==> config.mk <==
export PLATFORM = sky130hd
export DESIGN_NAME = pwm_regbank
export DESIGN_NICKNAME = d
export VERILOG_FILES = /design/src/rtl/pwm_pkg.sv /design/src/rtl/pwm_channel.sv /design/src/rtl/pwm_regbank.sv
export SDC_FILE = /design/constraint.sdc
export NUM_CORES = 1
export LEC_CHECK = 0
export BUFFER_PORTS_ARGS = -buffer_cell sky130_fd_sc_hd__buf_2
export CAP_MARGIN = 0
export CORE_AREA = 5 5 191 193
export DETAILED_ROUTE_END_ITERATION = 10
export DIE_AREA = 0 0 196 198
export SETUP_SLACK_MARGIN = 0.05
export SYNTH_ARGS = -nofsm -noshare
export SYNTH_HDL_FRONTEND = slang
export SYNTH_SLANG_ARGS = --single-unit
==> constraint.sdc <==
create_clock -name clk -period 4.2 [get_ports clk]
set_input_delay 0.21 -clock clk [delete_from_list [all_inputs] [get_ports clk]]
set_output_delay 0.21 -clock clk [all_outputs]
set_load 0.02 [all_outputs]
==> src/rtl/pwm_pkg.sv <==
// Shared constants for the two-channel PWM register bank: widths, channel
// stride and per-channel register offsets.
package pwm_pkg;
  localparam int NCH       = 2;
  localparam int DW        = 32;
  localparam int CH_STRIDE = 12;

  localparam logic [31:0] REG_ENABLE = 32'd0;
  localparam logic [31:0] REG_PERIOD = 32'd4;
  localparam logic [31:0] REG_DUTY   = 32'd8;
endpackage

==> src/rtl/pwm_channel.sv <==
// One PWM channel: enable bit, period/duty registers, counter and outputs.
// With PWM_SHADOW_EN defined, PERIOD/DUTY writes are staged and applied at wrap.
module pwm_channel
  import pwm_pkg::*;
(
  input  logic          clk,
  input  logic          rst_n,
  input  logic          i_we_en,
  input  logic          i_we_per,
  input  logic          i_we_duty,
  input  logic [DW-1:0] i_wdata,
  output logic          o_en,
  output logic [DW-1:0] o_per_rd,
  output logic [DW-1:0] o_duty_rd,
  output logic          o_pwm,
  output logic          o_period_done
);
  logic          r_en;
  logic [DW-1:0] r_cnt;
  logic [DW-1:0] r_per_a;
  logic [DW-1:0] r_duty_a;
  logic          r_pwm;
  logic          r_pd;
  logic          w_wrap;
  logic          w_stop;

  // per_a <= 1 is handled separately so per_a-1 never underflows
  assign w_wrap = (r_per_a <= DW'(1)) || (r_cnt >= r_per_a - DW'(1));
  assign w_stop = !r_en || (i_we_en && !i_wdata[0]);

  always_ff @(posedge clk or negedge rst_n) begin
    if (!rst_n) begin
      r_en <= 1'b0;
    end else if (i_we_en) begin
      r_en <= i_wdata[0];
    end
  end

  always_ff @(posedge clk or negedge rst_n) begin
    if (!rst_n) begin
      r_cnt <= '0;
      r_pd  <= 1'b0;
    end else if (w_stop) begin
      r_cnt <= '0;
      r_pd  <= 1'b0;
    end else if (w_wrap) begin
      r_cnt <= '0;
      r_pd  <= 1'b1;
    end else begin
      r_cnt <= r_cnt + DW'(1);
      r_pd  <= 1'b0;
    end
  end

  always_ff @(posedge clk or negedge rst_n) begin
    if (!rst_n) begin
      r_pwm <= 1'b0;
    end else begin
      r_pwm <= r_en && (r_cnt < r_duty_a);
    end
  end

`ifdef PWM_SHADOW_EN
  logic [DW-1:0] r_per_s;
  logic [DW-1:0] r_duty_s;

  always_ff @(posedge clk or negedge rst_n) begin
    if (!rst_n) begin
      r_per_s  <= '0;
      r_duty_s <= '0;
    end else begin
      if (i_we_per)  r_per_s  <= i_wdata;
      if (i_we_duty) r_duty_s <= i_wdata;
    end
  end

  always_ff @(posedge clk or negedge rst_n) begin
    if (!rst_n) begin
      r_per_a  <= '0;
      r_duty_a <= '0;
    end else if (!r_en || w_wrap) begin
      r_per_a  <= r_per_s;
      r_duty_a <= r_duty_s;
    end
  end

  assign o_per_rd  = r_per_s;
  assign o_duty_rd = r_duty_s;
`else
  always_ff @(posedge clk or negedge rst_n) begin
    if (!rst_n) begin
      r_per_a  <= '0;
      r_duty_a <= '0;
    end else begin
      if (i_we_per)  r_per_a  <= i_wdata;
      if (i_we_duty) r_duty_a <= i_wdata;
    end
  end

  assign o_per_rd  = r_per_a;
  assign o_duty_rd = r_duty_a;
`endif

  assign o_en          = r_en;
  assign o_pwm         = r_pwm;
  assign o_period_done = r_pd;
endmodule

==> src/rtl/pwm_regbank.sv <==
// Two-channel PWM register bank: address decode, per-channel write enables,
// read mux and registered read data. Optional PWM_SHADOW_EN lives in pwm_channel.
module pwm_regbank
  import pwm_pkg::*;
(
  input  logic           clk,
  input  logic           rst_n,
  input  logic [31:0]    adr,
  input  logic           cs,
  input  logic           wr,
  input  logic           rd,
  input  logic [DW-1:0]  d_in,
  output logic [DW-1:0]  d_out,
  output logic [NCH-1:0] pwm_out,
  output logic [NCH-1:0] period_done
);
  logic           w_wr;
  logic           w_rd;
  logic [NCH-1:0] w_hit_en;
  logic [NCH-1:0] w_hit_per;
  logic [NCH-1:0] w_hit_duty;
  logic [NCH-1:0] w_en;
  logic [DW-1:0]  w_per_rd  [NCH];
  logic [DW-1:0]  w_duty_rd [NCH];
  logic [DW-1:0]  w_rd_data;
  logic [DW-1:0]  r_d_out;

  // a simultaneous write suppresses the read
  assign w_wr = cs && wr;
  assign w_rd = cs && rd && !wr;

  for (genvar c = 0; c < NCH; c++) begin : g_ch
    localparam logic [31:0] BASE = 32'(c * CH_STRIDE);

    assign w_hit_en[c]   = (adr == BASE + REG_ENABLE);
    assign w_hit_per[c]  = (adr == BASE + REG_PERIOD);
    assign w_hit_duty[c] = (adr == BASE + REG_DUTY);

    pwm_channel u_ch (
      .clk           (clk),
      .rst_n         (rst_n),
      .i_we_en       (w_wr && w_hit_en[c]),
      .i_we_per      (w_wr && w_hit_per[c]),
      .i_we_duty     (w_wr && w_hit_duty[c]),
      .i_wdata       (d_in),
      .o_en          (w_en[c]),
      .o_per_rd      (w_per_rd[c]),
      .o_duty_rd     (w_duty_rd[c]),
      .o_pwm         (pwm_out[c]),
      .o_period_done (period_done[c])
    );
  end

  always_comb begin
    w_rd_data = '0;
    for (int i = 0; i < NCH; i++) begin
      if (w_hit_en[i])   w_rd_data = DW'(w_en[i]);
      if (w_hit_per[i])  w_rd_data = w_per_rd[i];
      if (w_hit_duty[i]) w_rd_data = w_duty_rd[i];
    end
  end

  always_ff @(posedge clk or negedge rst_n) begin
    if (!rst_n) begin
      r_d_out <= '0;
    end else if (w_rd) begin
      r_d_out <= w_rd_data;
    end
  end

  assign d_out = r_d_out;
endmodule

# Word-level counts from Yosys, hierarchy flattened
# Index checks and enable logic that the tools add are counted.
[op_classes]
n_addsub = 4
order_cmp = 6
n_eq_ne = 5
mux = 14
reduce_logical = 22
[op_table]
columns = ["op", "n"]
rows = [
  ["2-to-1 mux 32 bit", 9],
  ["adder 32 x 1 -> 32 bit, second input constant", 2],
  ["equality test 32 x 4 -> 1 bit, second input constant", 2],
  ["equality test 32 x 5 -> 1 bit, second input constant", 2],
  ["greater-or-equal comparator 32 bit", 2],
  ["less-or-equal comparator 32 x 1 -> 1 bit, second input constant", 2],
  ["< comparator 32 bit", 2],
  ["subtractor 32 x 1 -> 32 bit, second input constant", 2],
  ["equality test 32 x 3 -> 1 bit, second input constant", 1],
  ["logical NOT 32 bit", 1],
  ["logical AND 1 bit", 13],
  ["2-to-1 mux 1 bit", 5],
  ["logical NOT 1 bit", 4],
  ["logical OR 1 bit", 4],
]
[totals]
register_bits = 230
output_inout_bits = 36
wordCells = 64

# Depth between registers and ports, before layout
# Gate-level depths: netlist of the first run.
[logic_depth]
depth_word = 7
depth_mapped = 16
depth_no_buf = 14

# Cells and area by module
# From an unflattened synthesis of the first run, not the netlist that was laid out.
[unflattened]
cells_unflattened = 1568
area_unflattened_um2 = 14543.9
[by_module_without_submodules]
columns = ["mod", "n_inst", "cells_per_inst", "area_per_inst_um2", "seq_area_each_um2"]
rows = [
  ["pwm_channel (g_ch[0].u_ch)", 1, 635, 6133.4, 2477.4],
  ["pwm_channel (g_ch[1].u_ch)", 1, 603, 5987.0, 2477.4],
  ["pwm_regbank", 1, 330, 2423.6, 800.8],
]

# Least setup slack after synthesis of the first run
# Ideal clock, no wire load.
[synth_timing]
path_kind = "register -> register"
from = "register g_ch[1].u_ch.r_per_a[10]"
to = "register g_ch[1].u_ch.r_cnt[10]"
t_arrival_ns = 3.364
setup_slack_ns = 0.764
path_stages_with_launch = 14
n_path_buf = 1
period_less_slack_ns = 3.436
cell_sequence = "dfrtp_1 > or4_4 > or3_4 > or3_4 > nor4_4 > xnor2_1 > ha_1 > a21oi_1 > o21ai_0 > a221oi_1 > o21a_1 > nand3_2 > buf_6 > nor2_1"
[synth_between]
elab_chain_cells = 5
elab_cells_between_ends = 6
cone_classes = "1 x add/sub; 2 x order compare; 2 x mux; 1 x reduce/logical"
[synth_lines]
columns = ["item", "line_no", "rtl"]
rows = [
  ["start: declaration", "pwm_channel.sv:20", "logic [DW-1:0] r_per_a;"],
  ["start signal: assignment", "pwm_channel.sv:95", "if (i_we_per) r_per_a <= i_wdata;"],
  ["subtractor 32 x 1 -> 32 bit", "pwm_channel.sv:28", "assign w_wrap = (r_per_a <= DW'(1)) || (r_cnt >= r_per_a - DW'(1));"],
  ["greater-or-equal comparator 32 bit", "pwm_channel.sv:28", ""],
  ["logical OR 1 bit (*)", "pwm_channel.sv:28", ""],
  ["2-to-1 mux 32 bit (*)", "pwm_channel.sv:46", "end else if (w_wrap) begin"],
  ["2-to-1 mux 32 bit (*)", "pwm_channel.sv:43", "end else if (w_stop) begin"],
  ["end signal: assignment", "pwm_channel.sv:50", "r_cnt <= r_cnt + DW'(1);"],
  ["end: declaration", "pwm_channel.sv:19", "logic [DW-1:0] r_cnt;"],
]
# Mark *: on every way between the ends. The rest lies on a longest branch, timed or not.
# A chain may end at the register's enable or synchronous reset.

# Worst setup path after layout of the first run
[layout_timing]
from = "register g_ch[0].u_ch.r_per_a[2]"
to = "register g_ch[0].u_ch.r_cnt[12]"
[layout_between]
elab_chain_cells = 5
elab_cells_between_ends = 6
cone_classes = "1 x add/sub; 2 x order compare; 2 x mux; 1 x reduce/logical"
[layout_lines]
columns = ["item", "line_no"]
rows = [
  ["start: declaration", "pwm_channel.sv:20"],
  ["start signal: assignment", "pwm_channel.sv:95"],
  ["subtractor 32 x 1 -> 32 bit", "pwm_channel.sv:28"],
  ["greater-or-equal comparator 32 bit", "pwm_channel.sv:28"],
  ["logical OR 1 bit (*)", "pwm_channel.sv:28"],
  ["2-to-1 mux 32 bit (*)", "pwm_channel.sv:46"],
  ["2-to-1 mux 32 bit (*)", "pwm_channel.sv:43"],
  ["end signal: assignment", "pwm_channel.sv:50"],
  ["end: declaration", "pwm_channel.sv:19"],
]
# Marks and branches as above.

==> results of run 1 <==
==> timing repair <==
item / 4_1_cts / 5_1_grt
endpoints found under the hold margin: 168 / 1
setup endpoints to repair: 0 / 0
hold buffers: 16 / 1
==> layout make-up <==
| class | instances | area, um2 |
|---|---|---|
| multi-input combinational | 1081 | 8020 |
| fill | 3304 | 18000 |
| sequential | 230 | 5760 |
| inverter | 80 | 300 |
| clock inverter | 4 | 72.6 |
| clock buffer | 39 | 781 |
| timing repair buffer | 148 | 916 |
| tap | 455 | 569 |
==> path summary, 6_finish.rpt <==
| check | start | endpoint | slack, ps | depth (start not counted) |
|---|---|---|---|---|
| worst max register to register | g_ch[0].u_ch.o_per_rd[2]$_DFFE_PN0P_ | g_ch[0].u_ch.r_cnt[12]$_DFF_PN0_ | 280 | 14 |
| worst max-delay path | g_ch[0].u_ch.o_per_rd[2]$_DFFE_PN0P_ | g_ch[0].u_ch.r_cnt[12]$_DFF_PN0_ | 280 | 14 |
| worst min-delay path | d_in[10] | g_ch[1].u_ch.o_duty_rd[10]$_DFFE_PN0P_ | 20 | 2 |
| max in group asynchronous | rst_n | d_out[4]$_DFFE_PN0P_ | 2820 | 3 |
| min in group asynchronous | rst_n | g_ch[1].u_ch.r_cnt[26]$_DFF_PN0_ | 310 | 2 |
| worst min register to register | d_out[4]$_DFFE_PN0P_ | d_out[4]$_DFFE_PN0P_ | 470 | 2 |
==> kinds of logic after synthesis <==
| logic type | synth area share |
|---|---|
| xor gates and xnor gates | 0.0707 |
| buffers and inverters | 0.0408 |
| DFF | 0.401 |
| muxes | 0.103 |
| AOI/OAI and AO/OA | 0.104 |
| and+or+nand+nor | 0.165 |
| adders and majority gates | 0.115 |
==> power by group through the flow <==
stage          Sequential (mW)  Clock [mW]  Combinational [mW]
6_report                  2.22        2.31               0.167
5_1_grt                   2.21        2.45               0.185
4_1_cts                   2.22        2.36               0.170
3_5_place_dp              2.26           0               0.158
3_3_place_gp              2.26           0               0.157
2_1_floorplan             2.26           0              0.0332
==> routing by layer <==
layer | share of wire | up-vias
met4 | 0.018 | 2
li1 | - | 5418
met5 | 0.00050 | -
met2 | 0.47 | 285
met1 | 0.47 | 5483
met3 | 0.048 | 49
==> flip-flops by register name, summed over array words and instances, names as in the netlist <==
name and cells:
d_out 32, g_ch.u_ch.o_duty_rd 64, g_ch.u_ch.o_en 2, g_ch.u_ch.o_per_rd 64, g_ch.u_ch.o_period_done 2, g_ch.u_ch.o_pwm 2, g_ch.u_ch.r_cnt 64
==> worst register-to-register path, stage by stage, from the launching register on <==
cell and delay [ps]:
sky130_fd_sc_hd__dfrtp_1 440, sky130_fd_sc_hd__nor4_1 310, sky130_fd_sc_hd__buf_4 170, sky130_fd_sc_hd__nand3_1 200
sky130_fd_sc_hd__or4_1 470, sky130_fd_sc_hd__xor2_1 160, sky130_fd_sc_hd__ha_1 290, sky130_fd_sc_hd__nand4_1 110
sky130_fd_sc_hd__or3_1 400, sky130_fd_sc_hd__o32ai_1 450, sky130_fd_sc_hd__o41ai_1 130, sky130_fd_sc_hd__buf_4 160
sky130_fd_sc_hd__nand3_1 80, sky130_fd_sc_hd__buf_4 330, sky130_fd_sc_hd__nor2_1 110
==> cells in the final DEF, fill, tap and decap left out, types with 14 or more instances in the layout <==
cell type,n
sky130_fd_sc_hd__ha_1,132
sky130_fd_sc_hd__buf_4,26
sky130_fd_sc_hd__dfrtp_1,230
sky130_fd_sc_hd__nor4_1,24
sky130_fd_sc_hd__o31ai_1,32
sky130_fd_sc_hd__a21oi_1,38
sky130_fd_sc_hd__a21o_1,15
sky130_fd_sc_hd__dlygate4sd3_1,17
sky130_fd_sc_hd__and3_1,14
sky130_fd_sc_hd__mux2_2,125
sky130_fd_sc_hd__a22oi_1,31
sky130_fd_sc_hd__nand4_1,34
sky130_fd_sc_hd__nand3_1,38
sky130_fd_sc_hd__inv_1,80
sky130_fd_sc_hd__nor2_1,189
sky130_fd_sc_hd__xnor2_1,62
sky130_fd_sc_hd__o21ai_0,19
sky130_fd_sc_hd__clkbuf_16,27
sky130_fd_sc_hd__nor3_1,32
sky130_fd_sc_hd__xor2_1,54
sky130_fd_sc_hd__buf_2,103
sky130_fd_sc_hd__nand2_1,106
sky130_fd_sc_hd__o22a_1,32
==> cells in the mapped netlist, drive strengths merged (2+ instances only) <==
cell type	n	area, um2
o21bai	3	22.5
o31a	2	17.5
ha	132	1650
mux2	129	1450
nand3	39	200
xor2	54	473
or2	3	18.8
nor3b	2	15.0
o22a	32	280
a21o	15	113
nor4b	3	32.5
o21ai	19	95.1
nand4	34	213
o31ai	32	240
nor2	189	709
or3	9	66.3
a21oi	38	190
or4	13	105
buf	28	165
a221oi	5	43.8
a211oi	5	37.5
inv	80	300
nor4	26	184
and4	8	70.1
o21a	5	37.5
a41oi	2	17.5
o41ai	2	17.5
xnor2	62	543
nor2b	4	25.0
a2111oi	5	43.8
nand2b	6	37.5
and3	14	87.6
nand2	106	398
nor3	34	180
dfrtp	230	5760
a22oi	31	233
clkbuf	32	120
==> through the flow <==
stage	cell area [um2]	hold slack, ps	util	setup slack [ps]	power [mW]
2_1_floorplan	14400	-85.6	-	764	2.29
3_3_place_gp	15400	360	0.448	392	2.41
3_5_place_dp	15400	353	0.448	369	2.41
4_1_cts	16400	0.359	0.477	343	4.75
5_1_grt	16400	8.16	0.478	74.5	4.85
6_report	16400	15.9	0.478	279	4.70
==> flow_metrics.env, run 1 <==
export IMPL_outcome="completed"
export IMPL_floorplan_initialDensity=0.418
export IMPL_criticalPathCategory="reg -> reg"
export IMPL_yosys_register_bits=230
export IMPL_global_route_usage_met2=0.336
export IMPL_internal_power_mw=3.65
export IMPL_total_clock_sinks=230
export IMPL_clock_tree_from_tritoncts="built"
export IMPL_post_cts_resize_count=0
export IMPL_dp_final_hpwl_um=29700
export IMPL_max_vdd_ir_drop_mv=0.334
export IMPL_synth_yosys_warnings=0
export IMPL_n_antenna_cell=0
export IMPL_synthToLayoutAreaGrowth_pct=14.3
export IMPL_post_route_cells_drive_above_1_share=0.197
export IMPL_die_height_um=198
export IMPL_ys_dominant_reg_cell="sky130_fd_sc_hd__dfrtp_1"
export IMPL_die_width_um=196
export IMPL_grt_pass1_wl_um=63900
export IMPL_edff_count_synth=0
export IMPL_post_synth_num_cell_types=67
export IMPL_setup_violations_final=0
export IMPL_maxCapViolations=0
export IMPL_antenna_found_initial=2
export IMPL_placed_cells_incl_taps=1977
export IMPL_cts_made_buffers=26
export IMPL_nets=1768
export IMPL_crit_path_frequent_cell="sky130_fd_sc_hd__buf_4"
export IMPL_first_iter_violations=788
export IMPL_pin_count_of_the_biggest_net_entering_global_routing=119
export IMPL_core_area_um2=34400
export IMPL_gp_routability_congestion=0.853
export IMPL_grt_overflow_total=0
export IMPL_finalHoldViolCount=0
export IMPL_globalRouteTotalUtil=0.205
export IMPL_worstSetupEndpointType="flop"
export IMPL_synth_cell_area_um2=14400
export IMPL_drv_slew=0
export IMPL_clock_tree_buffer_depth=3
export IMPL_syn_mean_instance_area_um2=9.90
export IMPL_drt_pass1_iter_count=5
export IMPL_row_count=68
export IMPL_synth_async_reset_ratio=1.00
export IMPL_hold_path_class="in -> reg"
export IMPL_finClkSkew_ps=7.08
export IMPL_gr_usage_met1=0.296
export IMPL_post_route_clock_period_utilization=0.934
export IMPL_unrepaired_setup_endpoints_after_global_routing="false"
export IMPL_relSlewSlack=0.348
export IMPL_pwr_share_clk=0.493
export IMPL_path_max_fanout=32
export IMPL_worstSkewPairLatency_ps=530
export IMPL_post_cts_setup_buffers=0
export IMPL_combinationalPowerShare=0.035
export IMPL_swShare=0.222
export IMPL_critPathLaunchType="flop"
export IMPL_vias_per_cell=5.52
export IMPL_root_buffer_selected_by_cts="sky130_fd_sc_hd__clkbuf_16"
export IMPL_path_clk_slew_ps=60
export IMPL_instances_no_fill=2037
export IMPL_p_sw_mw=1.04
export IMPL_cell_leakage_power_nw=8.04
export IMPL_avgRoutedWirePerCell_um=19.6
export IMPL_tns_ps=0
export IMPL_postSynthNetCount=1652
export IMPL_htree_levels=1
export IMPL_design_portCount=105
export IMPL_finalWorstPathRequiredPeriod_ps=3920
export IMPL_path_cells="nor4_1 -> buf_4 -> nand3_1 -> or4_1 -> xor2_1 -> ha_1 -> nand4_1 -> or3_1 -> o32ai_1 -> o41ai_1 -> buf_4 -> nand3_1 -> buf_4 -> nor2_1"
export IMPL_vias=11200
export IMPL_power_sequential_fraction=0.472
export IMPL_route_antenna_remaining_nets=0
export IMPL_maxClockFrequency_mhz=255
export IMPL_worst_endpoint_required_ps=4600
export IMPL_io_buffers=104
export IMPL_grt_pass1_vias=11200
export IMPL_timing_worst_slew_pin_value_ps=978
export IMPL_worst_path_largest_cell_delay_ps=470
export IMPL_crit_path_max_delay_family="simple AND/OR/NAND/NOR gates"
export IMPL_synth_cells=1451
export IMPL_groute_layer_met3_usage=0.0260
export IMPL_cellPowerDensity_nw_per_um2=286
export IMPL_crit_path_top_delay_cell="sky130_fd_sc_hd__or4_1"
export IMPL_arrival_ps=4320
export IMPL_drcViolationCount=0
export IMPL_die_area_um2=38800
export IMPL_postRouteWirelength_um=39900
export IMPL_globalRoute_busiestLayer="met2"
export IMPL_worstPathBufferInverterCount=3
export IMPL_synth_yosys_seq_area_share=0.401
No activity file was read; power rests on OpenSTA's default activity.
==> run 2: changes to the inputs <==
--- a/config.mk
+++ b/config.mk
@@ -7,9 +7,10 @@
 export LEC_CHECK = 0
 export BUFFER_PORTS_ARGS = -buffer_cell sky130_fd_sc_hd__buf_2
 export CAP_MARGIN = 0
-export CORE_AREA = 5 5 191 193
+export CORE_AREA = 5 5 159 161
 export DETAILED_ROUTE_END_ITERATION = 10
-export DIE_AREA = 0 0 196 198
+export DIE_AREA = 0 0 164 166
+export PLACE_DENSITY = 0.81
 export SETUP_SLACK_MARGIN = 0.05
 export SYNTH_ARGS = -nofsm -noshare
 export SYNTH_HDL_FRONTEND = slang
==> run 2 against run 1 <==
Sequential power hardly changed. Combinational power is 2% lower. Fmax is 0.54% higher. Largest power group is now registers. Highest routed layer unchanged.
==> flow_metrics.env, run 2 (same netlist as run 1, synthesis figures left out) <==
export IMPL_floorplan_initialDensity=0.603
export IMPL_htree_levels=1
export IMPL_relSlewSlack=0.163
export IMPL_finalHoldViolCount=0
export IMPL_grt_pass1_vias=11700
export IMPL_clock_tree_buffer_depth=3
export IMPL_cell_leakage_power_nw=7.99
export IMPL_final_cell_mix="sky130_fd_sc_hd__dfrtp_1 (230), sky130_fd_sc_hd__nor2_1 (189), sky130_fd_sc_hd__ha_1 (132)"
export IMPL_setup_violations_final=0
export IMPL_maxCapViolations=0
export IMPL_cts_made_buffers=25
export IMPL_grt_overflow_total=0
export IMPL_fin_total_pwr_mw=4.58
export IMPL_gp_routability_congestion=0.931
export IMPL_hold_depth=2
export IMPL_arrival_ps=4350
export IMPL_crit_start="g_ch[1].u_ch.o_per_rd[2]$_DFFE_PN0P_"
export IMPL_hold_path_class="in -> reg"
export IMPL_tns_ps=0
export IMPL_post_route_clock_period_utilization=0.929
export IMPL_nets=1754
export IMPL_post_route_cells_drive_above_1_share=0.196
export IMPL_r2r_slack_ps=300
export IMPL_dp_final_hpwl_um=28100
export IMPL_timing_worst_slew_pin_value_ps=1240
export IMPL_path_clk_slew_ps=60
export IMPL_placed_cells_incl_taps=1839
export IMPL_die_height_um=166
export IMPL_fin_area_um2=16100
export IMPL_criticalPathCategory="reg -> reg"
export IMPL_pin_count_of_the_biggest_net_entering_global_routing=83
export IMPL_antenna_found_initial=1
export IMPL_vias_per_cell=6.15
export IMPL_layout_commonest_cell="sky130_fd_sc_hd__dfrtp_1"
export IMPL_outcome="completed"
export IMPL_detailed_place_area_um2=15200
export IMPL_cellPowerDensity_nw_per_um2=284
export IMPL_dp_slack_ps=324
export IMPL_design_portCount=105
export IMPL_finalWorstPathRequiredPeriod_ps=3900
export IMPL_drcViolationCount=0
export IMPL_reg2reg_to="g_ch[1].u_ch.r_cnt[13]$_DFF_PN0_"
export IMPL_critPathLaunchType="flop"
export IMPL_drv_slew=0
export IMPL_postRouteWirelength_um=38100
export IMPL_total_clock_sinks=230
export IMPL_num_fill_cells=1830
export IMPL_timing_hold_ws_ps=20.4
export IMPL_worstSetupEndpointType="flop"
export IMPL_path_max_fanout=32
export IMPL_ff2ff_path_depth=13
export IMPL_maxClockFrequency_mhz=256
export IMPL_multi_input_area_um2=8040
export IMPL_grt_pass1_wl_um=62000
export IMPL_instances_no_fill=1893
export IMPL_worst_endpoint_required_ps=4650
export IMPL_row_count=57
export IMPL_worstSkewPairLatency_ps=530
export IMPL_vias=11600
export IMPL_core_area_um2=23800
export IMPL_synthToLayoutAreaGrowth_pct=12.3
export IMPL_final_util=0.677
export IMPL_n_antenna_cell=0
export IMPL_die_width_um=164
export IMPL_finClkSkew_ps=6.27
export IMPL_globalRouteTotalUtil=0.280
export IMPL_unrepaired_setup_endpoints_after_global_routing="false"
export IMPL_first_iter_violations=946
export IMPL_seq_area_um2=5760
export IMPL_max_vdd_ir_drop_mv=0.226
export IMPL_drt_pass1_iter_count=6
export IMPL_critical_path_endpoint="g_ch[1].u_ch.r_cnt[13]$_DFF_PN0_"
export IMPL_route_antenna_remaining_nets=0
export IMPL_regToRegStartpoint="g_ch[1].u_ch.o_per_rd[2]$_DFFE_PN0P_"
export IMPL_final_critical_path_setup_slack_ps=300
export IMPL_avgRoutedWirePerCell_um=20.1
export IMPL_clock_tree_from_tritoncts="built"
export IMPL_die_area_um2=27200
export IMPL_io_buffers=104
export IMPL_root_buffer_selected_by_cts="sky130_fd_sc_hd__clkbuf_16"
run 2: timing repair:
| action | CTS | global route |
|---|---|---|
| hold buffers | 11 | 0 |
| endpoints found under the setup margin | 0 | 32 |
| buffers inserted | 0 | 0 |
| hold endpoints to repair | 108 | 0 |
| resized for setup | 0 | 2 |
run 2: layer usage:
layer	global-route usage	part of all wire
met5	0	0.00034
met4	0.0853	0.037
met3	0.0377	0.072
met2	0.462	0.47
met1	0.387	0.42
run 2: how the worst min path moves through the flow:
stage | end | start
after floorplan | d_out[0]$_DFFE_PN0P_ | rst_n
after global placement | g_ch[0].u_ch.r_cnt[1]$_DFF_PN0_ | rst_n
after detailed placement | g_ch[0].u_ch.r_cnt[1]$_DFF_PN0_ | rst_n
after CTS | g_ch[1].u_ch.o_per_rd[23]$_DFFE_PN0P_ | d_in[23]
after global routing | g_ch[1].u_ch.o_per_rd[17]$_DFFE_PN0P_ | d_in[17]
final | g_ch[1].u_ch.o_duty_rd[6]$_DFFE_PN0P_ | d_in[6]
run 2: area by class of cell:
cell class / count / share of cell area
clock buffers: 35 / 0.0449
clock inverters: 8 / 0.00582
inverters: 80 / 0.0186
multi-input cells: 1081 / 0.499
flip-flops and latches: 230 / 0.357
well taps: 324 / 0.0251
repair buffers: 135 / 0.0498
run 2: report_power, final:
group	switching, mW	internal (mW)	leakage, nW	total (mW)
sequential	0.0000000101	2.22	3.20	2.22
clock	0.892	1.31	0.408	2.21
combinational	0.118	0.0445	4.37	0.163
run 2: worst max-delay path: stages (launching register included):
cell	delay (ps)
sky130_fd_sc_hd__dfrtp_1	460
sky130_fd_sc_hd__nor4_1	610
sky130_fd_sc_hd__nand3_1	380
sky130_fd_sc_hd__or3_4	520
sky130_fd_sc_hd__nor4_4	150
sky130_fd_sc_hd__xnor2_1	150
sky130_fd_sc_hd__ha_1	280
sky130_fd_sc_hd__a21oi_1	140
sky130_fd_sc_hd__o21ai_0	110
sky130_fd_sc_hd__a221oi_1	310
sky130_fd_sc_hd__o21a_1	210
sky130_fd_sc_hd__nand3_2	80
sky130_fd_sc_hd__buf_4	250
sky130_fd_sc_hd__nor2_1	140
